--- src/rtl/cpu_pkg.sv ---
// Shared core-wide constants and helpers for the RV32 front end.
package cpu_pkg;
   localparam int XLEN    = 32;
   localparam int INSTR_W = 32;
   localparam int PC_STEP = 4;
   localparam logic [INSTR_W-1:0] NOP_INSTR        = 32'h0000_0013;
   localparam logic [XLEN-1:0]    DEFAULT_RESET_PC = 32'h0000_0000;

   function automatic logic [XLEN-1:0] align_pc(input logic [XLEN-1:0] a);
      return a & ~XLEN'(3);
   endfunction
endpackage

--- src/rtl/ifetch_if.sv ---
// Fetch-stage channels: redirect in, imem request/response, instruction out to decode.
interface ifetch_if;
   import cpu_pkg::*;

   logic                redirect_valid;
   logic [XLEN-1:0]     redirect_pc;
   logic                imem_req_valid;
   logic                imem_req_ready;
   logic [XLEN-1:0]     imem_req_addr;
   logic                imem_resp_valid;
   logic [INSTR_W-1:0]  imem_resp_data;
   logic                out_valid;
   logic                out_ready;
   logic [INSTR_W-1:0]  out_instr;
   logic [XLEN-1:0]     out_pc;

   modport master (
      input  redirect_valid, redirect_pc, imem_req_ready, imem_resp_valid, imem_resp_data, out_ready,
      output imem_req_valid, imem_req_addr, out_valid, out_instr, out_pc
   );

   modport slave (
      output redirect_valid, redirect_pc, imem_req_ready, imem_resp_valid, imem_resp_data, out_ready,
      input  imem_req_valid, imem_req_addr, out_valid, out_instr, out_pc
   );
endinterface

--- src/rtl/ifetch_fifo.sv ---
// Synchronous first-word-fall-through FIFO with a single-cycle flush.
module ifetch_fifo #(
   parameter int WIDTH = 32,
   parameter int DEPTH = 2
) (
   input  logic                   clk,
   input  logic                   rst_n,
   input  logic                   flush,
   input  logic                   push,
   input  logic [WIDTH-1:0]       push_data,
   input  logic                   pop,
   output logic [WIDTH-1:0]       pop_data,
   output logic [$clog2(DEPTH):0] count,
   output logic                   empty,
   output logic                   full
);
   localparam int AW = $clog2(DEPTH);

   logic [WIDTH-1:0] mem [DEPTH];
   logic [AW-1:0]    rd_ptr;
   logic [AW-1:0]    wr_ptr;
   logic             do_push;
   logic             do_pop;

   assign empty    = (count == '0);
   assign full     = (count == (AW+1)'(DEPTH));
   assign do_pop   = pop && !empty;
   // a pop frees the head slot in the same cycle, so push into a full FIFO is fine then
   assign do_push  = push && (!full || do_pop);
   assign pop_data = mem[rd_ptr];

   always_ff @(posedge clk or negedge rst_n) begin
      if (!rst_n) begin
         rd_ptr <= '0;
         wr_ptr <= '0;
         count  <= '0;
         for (int i = 0; i < DEPTH; i++) mem[i] <= '0;
      end else if (flush) begin
         rd_ptr <= '0;
         wr_ptr <= '0;
         count  <= '0;
      end else begin
         if (do_push) begin
            mem[wr_ptr] <= push_data;
            wr_ptr      <= wr_ptr + AW'(1);
         end
         if (do_pop) rd_ptr <= rd_ptr + AW'(1);
         case ({do_push, do_pop})
            2'b10:   count <= count + (AW+1)'(1);
            2'b01:   count <= count - (AW+1)'(1);
            default: count <= count;
         endcase
      end
   end
endmodule

--- src/rtl/ifetch.sv ---
// Instruction fetch: owns the PC, issues credit-limited imem reads, buffers responses for decode.
module ifetch
   import cpu_pkg::*;
#(
   parameter logic [XLEN-1:0] RESET_PC = DEFAULT_RESET_PC,
   parameter int              DEPTH    = 2
) (
   input logic      clk,
   input logic      rst_n,
   ifetch_if.master bus
);
   localparam int CW = $clog2(DEPTH) + 1;

   logic                      run;
   logic [XLEN-1:0]           pc;
   logic [CW-1:0]             kill;
   logic [CW-1:0]             inflight;
   logic [CW-1:0]             inflight_nxt;
   logic [CW-1:0]             buf_count;
   logic [XLEN-1:0]           tag_head;
   logic [XLEN+INSTR_W-1:0]   buf_head;
   logic                      tag_empty, tag_full, buf_empty, buf_full;
   logic                      fire, resp, keep, pop;

   // run keeps requests quiet while reset is held; credit itself only looks at registers
   assign bus.imem_req_valid = run && (({1'b0, inflight} + {1'b0, buf_count}) < (CW+1)'(DEPTH));
   assign bus.imem_req_addr  = pc;

   assign fire         = bus.imem_req_valid && bus.imem_req_ready;
   assign resp         = bus.imem_resp_valid;
   assign keep         = resp && (kill == '0);
   assign pop          = bus.out_valid && bus.out_ready;
   assign inflight_nxt = inflight + CW'(fire) - CW'(resp);

   always_ff @(posedge clk or negedge rst_n) begin
      if (!rst_n) begin
         run  <= 1'b0;
         pc   <= align_pc(RESET_PC);
         kill <= '0;
      end else begin
         run <= 1'b1;
         if (bus.redirect_valid) begin
            // everything still outstanding, including a request fired this cycle, is stale
            pc   <= align_pc(bus.redirect_pc);
            kill <= inflight_nxt;
         end else begin
            if (fire) pc <= pc + XLEN'(PC_STEP);
            if (resp && (kill != '0)) kill <= kill - CW'(1);
         end
      end
   end

   // tag queue occupancy is exactly the number of requests in flight
   ifetch_fifo #(.WIDTH(XLEN), .DEPTH(DEPTH)) u_tag (
      .clk       (clk),
      .rst_n     (rst_n),
      .flush     (1'b0),
      .push      (fire),
      .push_data (pc),
      .pop       (resp),
      .pop_data  (tag_head),
      .count     (inflight),
      .empty     (tag_empty),
      .full      (tag_full)
   );

   ifetch_fifo #(.WIDTH(XLEN+INSTR_W), .DEPTH(DEPTH)) u_buf (
      .clk       (clk),
      .rst_n     (rst_n),
      .flush     (bus.redirect_valid),
      .push      (keep),
      .push_data ({tag_head, bus.imem_resp_data}),
      .pop       (pop),
      .pop_data  (buf_head),
      .count     (buf_count),
      .empty     (buf_empty),
      .full      (buf_full)
   );

   assign bus.out_valid = !buf_empty;
   assign bus.out_pc    = buf_head[XLEN+INSTR_W-1:INSTR_W];
   assign bus.out_instr = buf_head[INSTR_W-1:0];

   a_resp_buf_full: assert property (@(posedge clk) disable iff (!rst_n) !(resp && buf_full));
   a_resp_no_req:   assert property (@(posedge clk) disable iff (!rst_n) !(resp && tag_empty));
   a_fire_tag_full: assert property (@(posedge clk) disable iff (!rst_n) !(fire && tag_full));
endmodule
--- src/flat_wrapper.sv ---
// flat-port wrapper written by rule: the top's interface ports become plain ports
module ifetch_flat import cpu_pkg::*;
#(
   parameter logic [XLEN-1:0] RESET_PC = DEFAULT_RESET_PC,
   parameter int              DEPTH    = 2
)
  (clk, rst_n, bus_redirect_valid, bus_redirect_pc, bus_imem_req_ready, bus_imem_resp_valid, bus_imem_resp_data, bus_out_ready, bus_imem_req_valid, bus_imem_req_addr, bus_out_valid, bus_out_instr, bus_out_pc);
  ifetch_if bus_i ();
  input logic clk;
  input logic rst_n;
  input wire logic [$bits(bus_i.redirect_valid)-1:0] bus_redirect_valid;
  input wire logic [$bits(bus_i.redirect_pc)-1:0] bus_redirect_pc;
  input wire logic [$bits(bus_i.imem_req_ready)-1:0] bus_imem_req_ready;
  input wire logic [$bits(bus_i.imem_resp_valid)-1:0] bus_imem_resp_valid;
  input wire logic [$bits(bus_i.imem_resp_data)-1:0] bus_imem_resp_data;
  input wire logic [$bits(bus_i.out_ready)-1:0] bus_out_ready;
  output wire logic [$bits(bus_i.imem_req_valid)-1:0] bus_imem_req_valid;
  output wire logic [$bits(bus_i.imem_req_addr)-1:0] bus_imem_req_addr;
  output wire logic [$bits(bus_i.out_valid)-1:0] bus_out_valid;
  output wire logic [$bits(bus_i.out_instr)-1:0] bus_out_instr;
  output wire logic [$bits(bus_i.out_pc)-1:0] bus_out_pc;
  assign bus_i.redirect_valid = bus_redirect_valid;
  assign bus_i.redirect_pc = bus_redirect_pc;
  assign bus_i.imem_req_ready = bus_imem_req_ready;
  assign bus_i.imem_resp_valid = bus_imem_resp_valid;
  assign bus_i.imem_resp_data = bus_imem_resp_data;
  assign bus_i.out_ready = bus_out_ready;
  assign bus_imem_req_valid = bus_i.imem_req_valid;
  assign bus_imem_req_addr = bus_i.imem_req_addr;
  assign bus_out_valid = bus_i.out_valid;
  assign bus_out_instr = bus_i.out_instr;
  assign bus_out_pc = bus_i.out_pc;
  ifetch #(.RESET_PC(RESET_PC), .DEPTH(DEPTH)) u_core (.clk(clk), .rst_n(rst_n), .bus(bus_i));
endmodule
--- config.mk ---
export PLATFORM = sky130hd
export DESIGN_NAME = ifetch_flat
export DESIGN_NICKNAME = d
export VERILOG_FILES = /design/src/rtl/cpu_pkg.sv /design/src/rtl/ifetch_if.sv /design/src/rtl/ifetch_fifo.sv /design/src/rtl/ifetch.sv /design/src/flat_wrapper.sv
export SDC_FILE = /design/constraint.sdc
export NUM_CORES = 1
export LEC_CHECK = 0
export ABC_AREA = 1
export BUFFER_PORTS_ARGS = -buffer_cell sky130_fd_sc_hd__clkbuf_2
export CELL_PAD_IN_SITES_DETAIL_PLACEMENT = 0
export CELL_PAD_IN_SITES_GLOBAL_PLACEMENT = 1
export CORE_UTILIZATION = 42
export CTS_CLUSTER_DIAMETER = 120
export DETAILED_ROUTE_END_ITERATION = 8
export PLACE_DENSITY_LB_ADDON = 0.1
export RECOVER_POWER = 100
export REMOVE_ABC_BUFFERS = 1
export SYNTH_ARGS = -nofsm -noshare
export SYNTH_HDL_FRONTEND = slang
export SYNTH_SLANG_ARGS = --single-unit
--- constraint.sdc ---
create_clock -name clk -period 3.3 [get_ports clk]
set_clock_uncertainty 0.15 [all_clocks]
set_input_delay 0.33 -clock clk [delete_from_list [all_inputs] [get_ports clk]]
set_output_delay 0.33 -clock clk [all_outputs]
set_load 0.005 [all_outputs]
=== After elaboration in Yosys (flattened, before gate mapping) ===
Index checks and enable logic that the tools add are counted.

* $add $sub $neg: 13
* Magnitude comparators: 7
* Equality and inequality tests: 6
* Multiplexer cells: 23
* Bitwise logic cells: 5
* Reduce and logical (&&, ||, !) cells: 28

{| class="wikitable"
|+ Operators with widths
! kind !! count
|-
| two-way mux 64 bit || 4
|-
| two-way mux 32 bit || 6
|-
| bitwise mux 128 bit || 1
|-
| bitwise mux 64 bit || 1
|-
| demux 64 bit (select 1 bit) || 1
|-
| adder 32 x 3 -> 32 bit (second input constant) || 1
|-
| demux 32 bit (select 1 bit) || 1
|-
| nonzero test 2 bit || 6
|-
| logical AND 1 bit || 11
|-
| equality test 2 bit (second input constant) || 4
|-
| >= comparator 2 bit (second input constant) || 4
|-
| inverter 1 -> 2 bit || 4
|-
| case mux 2 bit (2 select lines) || 2
|-
| zero test 2 bit || 3
|-
| two-way mux 2 bit || 3
|-
| subtractor 2 x 1 -> 2 bit (second input constant) || 3
|-
| adder 1 bit (second input constant) || 4
|-
| adder 2 x 1 -> 2 bit (second input constant) || 2
|-
| equality test 2 x 1 -> 1 bit (second input constant) || 2
|-
| zero test 1 bit || 4
|-
| < comparator 2 x 1 -> 1 bit (second input constant) || 2
|-
| two-way mux 1 bit || 4
|-
| adder 2 x 2 -> 3 bit || 1
|-
| < comparator 3 x 2 -> 1 bit (second input constant) || 1
|-
| other kinds (6) || 7
|}

* Bits in registers: 235
* Output and inout bits: 98
* Logic and storage cells: 95

=== Depth between registers and ports, before layout ===
* Word-level depth: 9
* Depth in mapped cells: 12
* Mapped depth without buffers: 12

=== Cells and area by module ===
From an unflattened synthesis, not the netlist that was laid out.

* Cells, all modules: 1491
* Area, all modules: 12276.8 um^2

{| class="wikitable"
|+ By module, submodules not included
! module !! instances !! cells an instance !! area each (um^2)
|-
| ifetch_fifo at u_core.u_buf || 1 || 720 || 6351.1
|-
| ifetch_fifo at u_core.u_tag || 1 || 378 || 3423.3
|-
| ifetch || 1 || 393 || 2502.4
|}

=== Least setup slack after synthesis ===
Ideal clock, no wire load.

* Path type: register to register
* Start: register u_core.u_tag.count[0]
* End: register u_core.u_tag.count[1]
* Arrival time: 2157 ps
* Required time: 3019 ps
* Slack: 862 ps
* Stages on the path, launching flop included: 12
* Path buffers: 0
* Path through: dfrtp_1 > nand2_1 > inv_1 > fa_1 > nor2_2 > nand3_4 > a31oi_4 > inv_1 > ha_1 > a21oi_1 > o21ai_0 > xor2_1

* Cells in the longest elaborated chain, start to end: 7
* Elaborated cells on any way between the ends: 17

{| class="wikitable"
|+ Ends and longest elaborated chain
! what !! RTL line !! text
|-
| start, declared || ifetch_fifo.sv:13 || <nowiki>output logic [$clog2(DEPTH):0] count,</nowiki>
|-
| start signal, assigned || ifetch_fifo.sv:49 || <nowiki>2'b10: count <= count + (AW+1)'(1);</nowiki>
|-
| start signal, assigned || ifetch_fifo.sv:50 || <nowiki>2'b01: count <= count - (AW+1)'(1);</nowiki>
|-
| start signal, assigned || ifetch_fifo.sv:51 || <nowiki>default: count <= count;</nowiki>
|-
| adder 2 x 2 -> 3 bit or zero test 2 bit (tied branches) || ifetch.sv:26, ifetch_fifo.sv:25 ||
|-
| < comparator 3 x 2 -> 1 bit or zero test 1 bit (tied branches) || ifetch.sv:26, ifetch_fifo.sv:27 ||
|-
| logical AND 1 bit, on equally long branches || ifetch.sv:26, ifetch_fifo.sv:27 ||
|-
| logical AND 1 bit or logical OR 1 bit (tied branches) || ifetch.sv:29, ifetch_fifo.sv:29 ||
|-
| logical AND 1 bit || ifetch_fifo.sv:29 || <nowiki>assign do_push = push && (!full || do_pop);</nowiki>
|-
| equality test 2 x 1 -> 1 bit or equality test 2 bit (tied branches) || ifetch_fifo.sv:48 || <nowiki>case ({do_push, do_pop})</nowiki>
|-
| case mux 2 bit (2 select lines) or nonzero test 2 bit (tied branches) || -- ||
|}

Several ways; a longest one is shown, not always the timed one.
A chain may end at the register's enable or synchronous reset.

=== Final worst setup path ===
Ends and elaborated chain as after synthesis.

==> results.json <==
{
  "vias": 9278,
  "r2r_cells": 11,
  "use_met1_pct": 30.3,
  "worstPathRequired_ns": 3.55,
  "timing.rr.start": "u_core.u_tag.count[0]",
  "overflow": 0,
  "hold_class": "in2reg",
  "gp_congestion": 0.842,
  "clock_latency_ns": 0.53,
  "slowest_delay_ns": 0.48,
  "grt_pass1_wl_mm": 45.6,
  "r2r-end": "u_core.u_tag.count[1]",
  "hold_viol": 0,
  "final-setup-viol-count": 0,
  "antenna_found_initial": 0,
  "synth_edf_count": 0,
  "hold_ws_ns": 0.0163,
  "worstSetupPathType": "reg2reg",
  "wire_per_inst_um": 14.4,
  "drive_gt1_share_pct": 11.1,
  "gr-max-usage-layer": "met2",
  "yosys_register_bits": 225,
  "ys.flop_type": "dfrtp_1",
  "grt_max_degree": 93,
  "clk_pin_slew_ns": 0.06,
  "clkSinkCount": 225,
  "rows": 58,
  "die_h_um": 163,
  "drc_errors": 0,
  "arrival_ns": 3.08,
  "cp-end-kind": "flop",
  "vias_per_cell": 4.74,
  "cts_root_buf": "clkbuf_16",
  "ctsResizeCount": 0,
  "wirelength_mm": 28.1,
  "worstMarginPinSlew_ns": 1.65,
  "synthTopCellsByArea": "dfrtp_1 (52%), nand2_1 (21%), o21ai_0 (7.2%)",
  "start_kind": "flop",
  "leakagePower_uw": 0.00676,
  "fin_nets": 1686,
  "post-dp-hpwl_mm": 18.5,
  "violations": "capacitance limit, slew limit",
  "syn_inst": 1412,
  "fmax_mhz": 354,
  "synth_top_area_share_pct": 51.9,
  "whs_path_depth": 4,
  "fin_crit_sh_pct": 85.7,
  "port_buffers": 161,
  "hold_end": "u_core.bus.imem_req_addr[10]",
  "ir_drop_v": 0.000355,
  "die_w_um": 163,
  "drtPass1Iterations": 6,
  "synth_async_sr_flop_share_pct": 100,
  "ant_nets": 0,
  "htreeDepth": 1,
  "min_period_ns": 2.83,
  "gr-usage-met3_pct": 2.55,
  "die_area_sq_um": 26500,
  "rsz0062_at_grt": "false",
  "power_density_nw_per_um2": 788,
  "syn-cell-area_sq_um": 10800,
  "maxSlewViolCount": 31,
  "grt_pass1_vias": 8778,
  "start_util_pct": 42.9,
  "yosysWarnings": 0,
  "coreArea_sq_um": 25300,
  "io_pins": 168,
  "seq_area_frac_synth_pct": 51.9,
  "postSynthAreaPerCell_sq_um": 7.68,
  "crit_chain": "nand2_1 > inv_1 > fa_1 > nor2_1 > nand3_4 > a31oi_1 > inv_1 > ha_1 > a21oi_1 > o21ai_0 > xor2_1",
  "cts_tree": "built",
  "slew_headroom_pct": -10.2,
  "hp-start": "bus_redirect_pc[10]",
  "synth_top_area_cell": "dfrtp_1",
  "area_delta_synth_final_pct": 20.9,
  "diodes": 0,
  "postPlaceCellArea_sq_um": 11900,
  "cp_slowest_cell": "fa_1",
  "grtUsageMet2_pct": 36.9,
  "yosys.cell_types.count": 34,
  "fin_area_sq_um": 13100,
  "synthTopCellsByCount": "nand2_1 (616), dfrtp_1 (225), o21ai_0 (157)",
  "cpMostUsedCell": "inv_1",
  "clk_path_buf_depth": 3,
  "cts_buffers": 25,
  "status": "complete, but fails checks",
  "synth_most_common_cell": "nand2_1",
  "ff2ff_setup_slack_ns": 0.47,
  "design_power_total_uw": 10300,
  "crit_path_max_fanout": 9,
  "max-cap-violations": 1,
  "drt_iter0_drc": 695,
  "grt_usage_pct": 21.8
}
metrics by stage:
stage | std cells | util [%] | TNS, ns | setup WS, ns
after floorplan | 1346 | - | -3.17 | -0.0976
after global placement | 1856 | 47.2 | 0 | 0.692
after detailed placement | 1856 | 47.2 | 0 | 0.638
after CTS | 1957 | 52.8 | 0 | 0.628
after global routing | 1957 | 51.9 | 0 | 0.253
final | 1957 | 51.9 | 0 | 0.471
metal layers:
metal | share of wire (%) | up-vias
met5 | 0 | -
met4 | 1.7 | 0
met3 | 3.8 | 29
met2 | 47 | 193
met1 | 48 | 4291
li1 | - | 4765
worst max-delay path by stage:
stage / startpoint / endpoint / cells after the start
after detailed placement: u_core.u_tag.count[0] / u_core.u_tag.count[1] / 11
after CTS: u_core.u_tag.count[0] / bus_imem_req_valid / 5
after global routing: rst_n / u_core.u_buf.mem[56] / 3
after floorplan: u_core.u_buf.rd_ptr / bus_out_instr[0] / 3
final: u_core.u_tag.count[0] / u_core.u_tag.count[1] / 11
after global placement: u_core.u_tag.count[0] / u_core.u_tag.count[1] / 11
critical path, delay by kind of cell (launching register included):
| family | cells | cell delay [ns] |
|---|---|---|
| simple gates | 3 | 0.46 |
| compound gates | 3 | 0.52 |
| fa+ha+maj | 2 | 0.82 |
| xor+xnor | 1 | 0.16 |
| flops | 1 | 0.44 |
| buf+inv | 2 | 0.16 |
registers in the layout, indices dropped and copies added (netlist names):
name	flops
u_core.kill	2
u_core.u_tag.mem	60
u_core.bus.imem_req_addr	30
u_core.u_tag.count	2
u_core.u_tag.rd_ptr	1
u_core.run	1
u_core.u_tag.wr_ptr	1
u_core.u_buf.count	2
u_core.u_buf.rd_ptr	1
u_core.u_buf.wr_ptr	1
u_core.u_buf.mem	124
area by class of cell:
class	instances	area (sq um)
fill	2586	12100
sequential	225	5630
multi-input combinational	982	4230
timing repair buffer	237	1480
clock buffer	37	741
inverter	139	522
tap	330	413
clock inverter	7	88.8
report_power, final:
part / total, uW / switching [uW] / internal [uW]
combinational: 3070 / 1900 / 1170
sequential: 4440 / 606 / 3830
clock: 2810 / 1110 / 1700
cells in the final DEF (no fill, tap or decap), types with 2 or more instances in the layout:
cell and n:
inv_1 133, xor2_1 14, nor3_1 2, bufinv_16 2, buf_1 3, nor2_1 57
nand2_1 616, inv_2 5, ha_1 5, buf_12 2, clkbuf_2 118, a21oi_1 11
dfrtp_1 224, clkbuf_4 2, conb_1 5, clkbuf_1 51, buf_4 7, clkbuf_16 25
o21bai_1 9, dlygate4sd3_1 57, clkbuf_8 7, o21ai_0 215, a31oi_1 4, nand3_1 27
nand4_1 5, clkinv_2 4, o21ai_1 4
timing repair:
item / in CTS / in global routing
hold endpoints to repair: 176 / 0
hold buffers: 57 / 0
setup buffers: 0 / 0
cells by family (layout without fill, tap and decap cells):
family | Yosys count | in the layout | share of synthesized area (%)
adder cells (fa/ha/maj) | 6 | 6 | 0.762
flip-flops | 225 | 225 | 51.9
AND/OR/NAND/NOR | 712 | 712 | 25.5
XOR/XNOR | 15 | 15 | 1.21
AO/OA/AOI/OAI | 244 | 244 | 12.4
buffers and inverters | 208 | 420 | 8.14
other | 2 | 5 | 0.0693
Note: power is estimated with default switching activity, not from simulation.
